`src/rtl/prog_loader.sv`:
```
// Boot-time instruction-memory loader: assembles a length-prefixed, XOR-checked
// byte stream into INST_W-bit words and writes them from address 0 upward.
module prog_loader #(
    parameter int ADDR_W         = 10,
    parameter int INST_W         = 41,
    parameter int BYTES_PER_WORD = 6
) (
    input  logic              clk,
    input  logic              rst,
    input  logic              start,
    input  logic [7:0]        byteIn,
    input  logic              byteValid,
    output logic              byteReady,
    output logic              imemWen,
    output logic [ADDR_W-1:0] imemAddr,
    output logic [INST_W-1:0] imemData,
    output logic              cpuHold,
    output logic              done,
    output logic              err
);

    localparam int BUF_W   = 8 * BYTES_PER_WORD;
    localparam int BIDX_W  = $clog2(BYTES_PER_WORD);
    localparam int TOP_LSB = INST_W - 8 * (BYTES_PER_WORD - 1);
    localparam logic [BIDX_W-1:0] LAST_BYTE = BIDX_W'(BYTES_PER_WORD - 1);

    typedef enum logic [2:0] {
        IDLE, LEN_LO, LEN_HI, DATA, WRITE, CHK, DONE, ERR
    } state_t;

    state_t            state, next_state;
    logic [ADDR_W:0]   word_idx;
    logic [BIDX_W-1:0] byte_idx;
    logic [15:0]       len;
    logic [7:0]        csum;
    logic [BUF_W-1:0]  word_buf;

    logic              xfer, last_byte, top_bad, len_big;
    logic [15:0]       len_full;
    logic [BUF_W-1:0]  word_full;

    // NOTE: every always_comb output gets a default first, so no path can infer a latch.
    always_comb begin
        xfer      = byteValid && byteReady;
        len_full  = {byteIn, len[7:0]};
        len_big   = 32'(len_full) > (32'd1 << ADDR_W);
        last_byte = (byte_idx == LAST_BYTE);
        // Bits of the last byte beyond INST_W must be zero.
        top_bad   = (byteIn >> TOP_LSB) != 8'd0;
        word_full = word_buf;
        word_full[8*(BYTES_PER_WORD-1) +: 8] = byteIn;
    end

    // NOTE: sequential state uses non-blocking assignments only, so every flop samples pre-edge values.
    always_ff @(posedge clk or negedge rst) begin
        if (!rst) state <= IDLE;
        else      state <= next_state;
    end

    always_comb begin
        next_state = state;
        case (state)
            IDLE, DONE, ERR: if (start) next_state = LEN_LO;
            LEN_LO:          if (xfer) next_state = LEN_HI;
            LEN_HI: if (xfer) begin
                if (len_big)              next_state = ERR;
                else if (len_full == '0)  next_state = CHK;
                else                      next_state = DATA;
            end
            DATA: if (xfer && last_byte) next_state = top_bad ? ERR : WRITE;
            WRITE: next_state = (32'(word_idx) + 32'd1 == 32'(len)) ? CHK : DATA;
            CHK:   if (xfer) next_state = (byteIn == csum) ? DONE : ERR;
            default: next_state = IDLE;
        endcase
    end

    always_comb begin
        byteReady = 1'b0;
        imemWen   = 1'b0;
        cpuHold   = 1'b1;
        done      = 1'b0;
        err       = 1'b0;
        case (state)
            LEN_LO, LEN_HI, DATA, CHK: byteReady = 1'b1;
            WRITE: imemWen = 1'b1;
            DONE: begin
                done    = 1'b1;
                cpuHold = 1'b0;
            end
            ERR: err = 1'b1;
            default: ;
        endcase
    end

    always_ff @(posedge clk or negedge rst) begin
        if (!rst) begin
            word_idx <= '0;
            byte_idx <= '0;
            len      <= '0;
            csum     <= '0;
            word_buf <= '0;
            imemAddr <= '0;
            imemData <= '0;
        end else begin
            case (state)
                IDLE, DONE, ERR: if (start) begin
                    csum     <= '0;
                    word_idx <= '0;
                    byte_idx <= '0;
                end
                LEN_LO: if (xfer) begin
                    len[7:0] <= byteIn;
                    csum     <= csum ^ byteIn;
                end
                LEN_HI: if (xfer) begin
                    len[15:8] <= byteIn;
                    csum      <= csum ^ byteIn;
                end
                DATA: if (xfer) begin
                    csum <= csum ^ byteIn;
                    word_buf[8*int'(byte_idx) +: 8] <= byteIn;
                    if (last_byte) begin
                        byte_idx <= '0;
                        // Output registers only move for a word that will really be written.
                        if (!top_bad) begin
                            imemAddr <= word_idx[ADDR_W-1:0];
                            imemData <= word_full[INST_W-1:0];
                        end
                    end else begin
                        byte_idx <= byte_idx + 1'b1;
                    end
                end
                WRITE: word_idx <= word_idx + 1'b1;
                default: ;
            endcase
        end
    end

endmodule

```
`config.mk`:
```
export PLATFORM = sky130hd
export DESIGN_NAME = prog_loader
export DESIGN_NICKNAME = d
export VERILOG_FILES = /design/src/rtl/prog_loader.sv
export SDC_FILE = /design/constraint.sdc
export NUM_CORES = 1
export LEC_CHECK = 0
export BUFFER_PORTS_ARGS = -buffer_cell sky130_fd_sc_hd__buf_2
export CAP_MARGIN = 20
export CELL_PAD_IN_SITES_DETAIL_PLACEMENT = 0
export CELL_PAD_IN_SITES_GLOBAL_PLACEMENT = 1
export CORE_MARGIN = 4
export CORE_UTILIZATION = 30
export DETAILED_ROUTE_END_ITERATION = 10
export HOLD_SLACK_MARGIN = 0.05
export PLACE_DENSITY = 0.53
export SETUP_SLACK_MARGIN = 0.15
export SLEW_MARGIN = 40
export SYNTH_ARGS = -nofsm -noshare
export SYNTH_HDL_FRONTEND = slang
export SYNTH_SLANG_ARGS = --single-unit
```
`constraint.sdc`:
```
create_clock -name clk -period 2.04 [get_ports clk]
set_clock_uncertainty 0.15 [all_clocks]
set_input_delay 0.102 -clock clk [delete_from_list [all_inputs] [get_ports clk]]
set_output_delay 0.102 -clock clk [all_outputs]
set_load 0.03 [all_outputs]
```
-- Yosys cells after proc, flatten, opt, wreduce, memory -nomap -nowiden
Cells that the tools add are included.
- register bits after elaboration: 140
- bits in latches: 0
- bits in writable memories: 0
- ROM bits: 0
- bits of input ports: 12
- output and inout port bits: 56
- logic and storage cells: 80
- memories kept: 0
- add/subtract/negate cells: 4
- multiply operators: 0
- divide/modulo/power cells: 0
- order comparisons: 1
- eq/ne operators: 17
- shift-type cells: 2
- muxes and demuxes: 26
- bitwise operators: 2
- reduce and logical (&&, ||, !) cells: 19
- operators with widths (cell ; number):
    48-bit bitwise mux ; 1
    8-bit by 33-bit variable shift with 48-bit output (first input constant) ; 1
    8-bit by 33-bit indexed part select with 48-bit output ; 1
    3-bit 2-to-1 mux ; 11
    6-bit negator with 33-bit output ; 1
    11-bit case mux with 2 select lines ; 1
    3-bit case mux with 6 select lines ; 1
    12-bit by 16-bit equality test with 1-bit output ; 1
    16-bit by 11-bit greater-than comparator with 1-bit output (second input constant) ; 1
    16-bit logical NOT ; 1
    8-bit 2-to-1 mux ; 2
    8-bit case mux with 2 select lines ; 1
    3-bit equality test (second input constant) ; 5
    11-bit by 1-bit adder with 12-bit output (second input constant) ; 1
    2-bit != test (second input constant) ; 6
    11-bit by 1-bit adder with 11-bit output (second input constant) ; 1
    11-bit 2-to-1 mux ; 1
    8-bit equality test ; 1
    2-bit AND reduction ; 4
    8-bit nonzero test ; 1
    8-bit bitwise XOR ; 1
    3-bit by 2-bit equality test with 1-bit output (second input constant) ; 2
    1-bit 2-to-1 mux ; 6
    3-bit case mux with 2 select lines ; 1
    13 further kinds ; 18

-- Logic depth before layout (Yosys ltp)
- depth after elaboration: 7
- mapped depth: 8

-- Least setup slack after synthesis
No wires, ideal clock.
- kind: in2reg
- from: in byteIn[4]
- to: reg imemAddr[0]
- arrival: 2.125 ns
- data required time: 1.765 ns
- slack: -0.360 ns
- stages: 6
- buffers on the path: 2
- cells stage by stage: or4_1 > or4_4 > or4_4 > buf_6 > buf_6 > mux2_4
- longest elaborated chain between the ends: 3
- RTL lines (what ; line ; source):
    start: declaration ; 11 ; input logic [7:0] byteIn,
    8-bit nonzero test ; 49 ; top_bad = (byteIn >> TOP_LSB) != 8'd0;
    1-bit inverter (no line) ; - ;
    4-bit AND reduction (no line) ; - ;
    end signal: assignment ; 126 ; imemAddr <= word_idx[ADDR_W-1:0];
    end: declaration ; 15 ; output logic [ADDR_W-1:0] imemAddr,
No other way between the ends.
A chain may end at the register's enable or synchronous reset.

-- Final worst setup path
- from: reg word_idx[1]
- to: reg state[2]
- longest elaborated chain between the ends: 4
- RTL lines (what ; line ; source):
    start: declaration ; 32 ; logic [ADDR_W:0] word_idx;
    start signal: assignment ; 133 ; WRITE: word_idx <= word_idx + 1'b1;
    11-bit by 1-bit adder with 12-bit output ; 71 ; WRITE: next_state = (32'(word_idx) + 32'd1 == 32'(len)) ? CHK : DATA;
    12-bit by 16-bit equality test with 1-bit output ; 71 ;
    3-bit 2-to-1 mux ; 71 ;
    3-bit case mux with 6 select lines ; 62 ; case (state)
    end signal: assignment ; 57 ; else state <= next_state;
    end: declaration ; 31 ; state_t state, next_state;
No other way between the ends.

==> out/metrics.csv <==
metric;value;unit
drt_iter0_drc;179;
path_cells;ha_4 -> nand3_2 -> or3_1 -> a221o_1 -> or4_4 -> o21ai_2;
violations;setup timing;
worst-r2r-setup-slack;-0.17;ns
ys_ff_latch;132;
tns;-6.976;ns
synth_cells;536;
dp_cells;910;
design.core.area;20300;sq um
grt_first_pass_wirelength;26410;microns
final-setup-viol-count;53;
power_density;1207;nW/um^2
cp.buffers_inverters;0;
crit_path_start_kind;flip-flop;
rows;52;
die-width;151.7;microns
place_congestion;0.7750;
cp-end-kind;flip-flop;
grt_overflow_total;0;
clock_sinks;132;
clkTransAtPathRegs;0.06;ns
path_class;reg2reg;
grt_start_max_net_pins;51;
die-area;23020;sq um
cellLeakagePower;4.185;nW
fmax;451.7;MHz
relSlewSlack;62.10;%
min_path_type;in2async;
synth.net_count;554;
clock_latency;0.43;ns
max_stage_delay;0.52;ns
vdd_drop_max;629.8;uV
status;complete, but fails checks;
fin_hold_ws;0.06869;ns
syn-cell-area;6197;sq um
maxSlewViolCount;0;
route.detailed.drc;0;
numCtsBuffers;17;
avgSynthCellArea;11.56;sq um
vias;4553;
antenna_found_initial;0;
root_buffer;clkbuf_16;
totalWireLength;17280;microns
wl_met3;574;microns
multi_input_area;3023;sq um
wl_met2;8271;microns
die_h;151.7;microns
synthArstFlopShare;100.0;%
fin_crit;2.214;ns
routedWlPerCell;17.77;microns
viasPerCell;4.684;
io_buffer_count;67;
grt_usage;15.32;%
cts_tree;yes;
layout_setup_ws;-0.1740;ns
firstDrtPassIters;4;
final_cell_mix;127 x dfrtp_1, 70 x buf_4, 67 x mux2_4, 63 x buf_2, 53 x o21ai_1;
post-route-period-util;108.5;%
layout_commonest_cell;dfrtp_1;
grt_pass1_vias;4713;
timing.rr.start;word_idx[1];
area_growth;38.52;%
hold_viol_final;0;
r2r_cells;6;
topRoutingLayerUsed;met4;
fillCellCount;1956;
critical_path_required;2.25;ns
drive_gt1_share;43.73;%
cp_max_fo;5;
final_antenna_net_count;0;
drt-met1-wl;8163;microns
fin_nets;708;
synth_top_flop_cell;dfrtp_1;
post_synth_num_cell_types;47;
seq_area;3309;sq um
dp_slack;-0.5561;ns
rsz0062_at_grt;true;
cts.htree.levels;4;
cp_slowest_cell;or4_4;
yosys_warnings;0;
post-dp-hpwl;11160;microns
worstMarginPinSlew;0.5685;ns
ys_seq_area_share;53.30;%
start_util;30.53;%
synth_edf_count;0;
fin_cells;972;
cp_top_family;simple AND/OR/NAND/NOR gates;
drv_cap;0;
rr_endpoint;state[2];
boundaryPins;68;
cp.arrival;2.42;ns
cts_max_path_buffers;2;
diodes;0;
-- worst reg2reg max path: stages (launching register included) --
cell and delay (ns):
dfrtp_2 0.41, ha_4 0.18, nand3_2 0.08, or3_1 0.31
a221o_1 0.37, or4_4 0.52, o21ai_2 0.12
-- final cells by class --
class / count / share of cell area (%)
clock buffer: 19 / 5.160
clock inverter: 12 / 1.268
inverter: 11 / 0.5393
multi-input combinational: 363 / 35.21
sequential: 132 / 38.55
tap: 270 / 3.935
timing repair buffer: 165 / 15.33
-- cell usage after synthesis, drive strengths merged (2+ instances only) --
| library cell | n | area, sq um |
|---|---|---|
| a21oi | 12 | 60.06 |
| and3 | 6 | 37.54 |
| dfrtp | 132 | 3303 |
| nand2 | 62 | 232.7 |
| inv | 11 | 41.29 |
| o21a | 2 | 15.01 |
| ha | 6 | 75.07 |
| nand3 | 17 | 85.08 |
| clkbuf | 23 | 86.33 |
| nor2 | 25 | 93.84 |
| xor2 | 4 | 35.03 |
| o211ai | 3 | 22.52 |
| nor4 | 3 | 18.77 |
| buf | 7 | 71.31 |
| nand2b | 14 | 87.58 |
| a31oi | 2 | 12.51 |
| o41ai | 4 | 35.03 |
| xnor2 | 18 | 157.7 |
| or4 | 4 | 37.53 |
| nor3 | 8 | 40.04 |
| nand4 | 6 | 37.54 |
| nand4b | 2 | 17.52 |
| o31ai | 4 | 30.03 |
| mux2 | 83 | 1122 |
| o21ai | 60 | 300.3 |
| o22ai | 3 | 18.77 |
-- where the power goes --
| part | leakage [nW] | switching (W) | internal (W) |
|---|---|---|---|
| logic | 2.16 | 0.00179 | 0.00182 |
| registers | 1.75 | 0.000542 | 0.00332 |
| clock network | 0.269 | 0.00120 | 0.00170 |
-- layer usage --
metal	vias to the layer above	GRT usage, %
li1	2199	-
met1	2263	20.35
met2	69	24.82
met3	22	3.331
met4	0	5.256
met5	-	0
-- sequential cells by signal (all words and copies together) (netlist names) --
signal and flops:
word_idx 11, state 3, byte_idx 3, imemData 41
word_buf 40, imemAddr 10, len 16, csum 8
-- cell families after synthesis --
logic type	Yosys count	synth area share (%)
and+or+nand+nor	154	11.97
muxes	84	18.27
AOI/OAI and AO/OA	97	8.924
adders and majority gates	6	1.211
xor gates and xnor gates	22	3.109
DFF	132	53.30
buffers and inverters	41	3.210
-- worst max-delay path by stage --
stage                            from            to  slack, ns  cells past startpoint
final                     word_idx[1]      state[2]      -0.17                      6
after global routing      word_idx[0]      state[2]      -0.26                      6
after CTS                 word_idx[1]      state[2]      -0.19                      6
after detailed placement    byteIn[4]  imemData[34]      -0.56                      6
after global placement      byteIn[4]  imemData[24]      -0.54                      6
after floorplan             byteIn[4]   imemAddr[0]      -0.35                      6
-- metrics by stage --
stage               area [sq um]  power [W]  utilization, %
CTS                         8310    0.01025           40.94
global placement            7390   0.006906           36.40
global route                8584    0.01105           42.29
detailed placement          7390   0.006988           36.40
finish                      8584    0.01036           42.29
floorplan                   6361   0.005818               -
-- timing repair --
item	CTS	global route
endpoints found under the setup margin	91	118
setup buffers	7	6
pin swaps	8	10
resized for setup	43	35
hold buffers	11	0
hold endpoints to repair	175	0
cloned	1	6
Note: power is estimated with default switching activity, not from simulation.
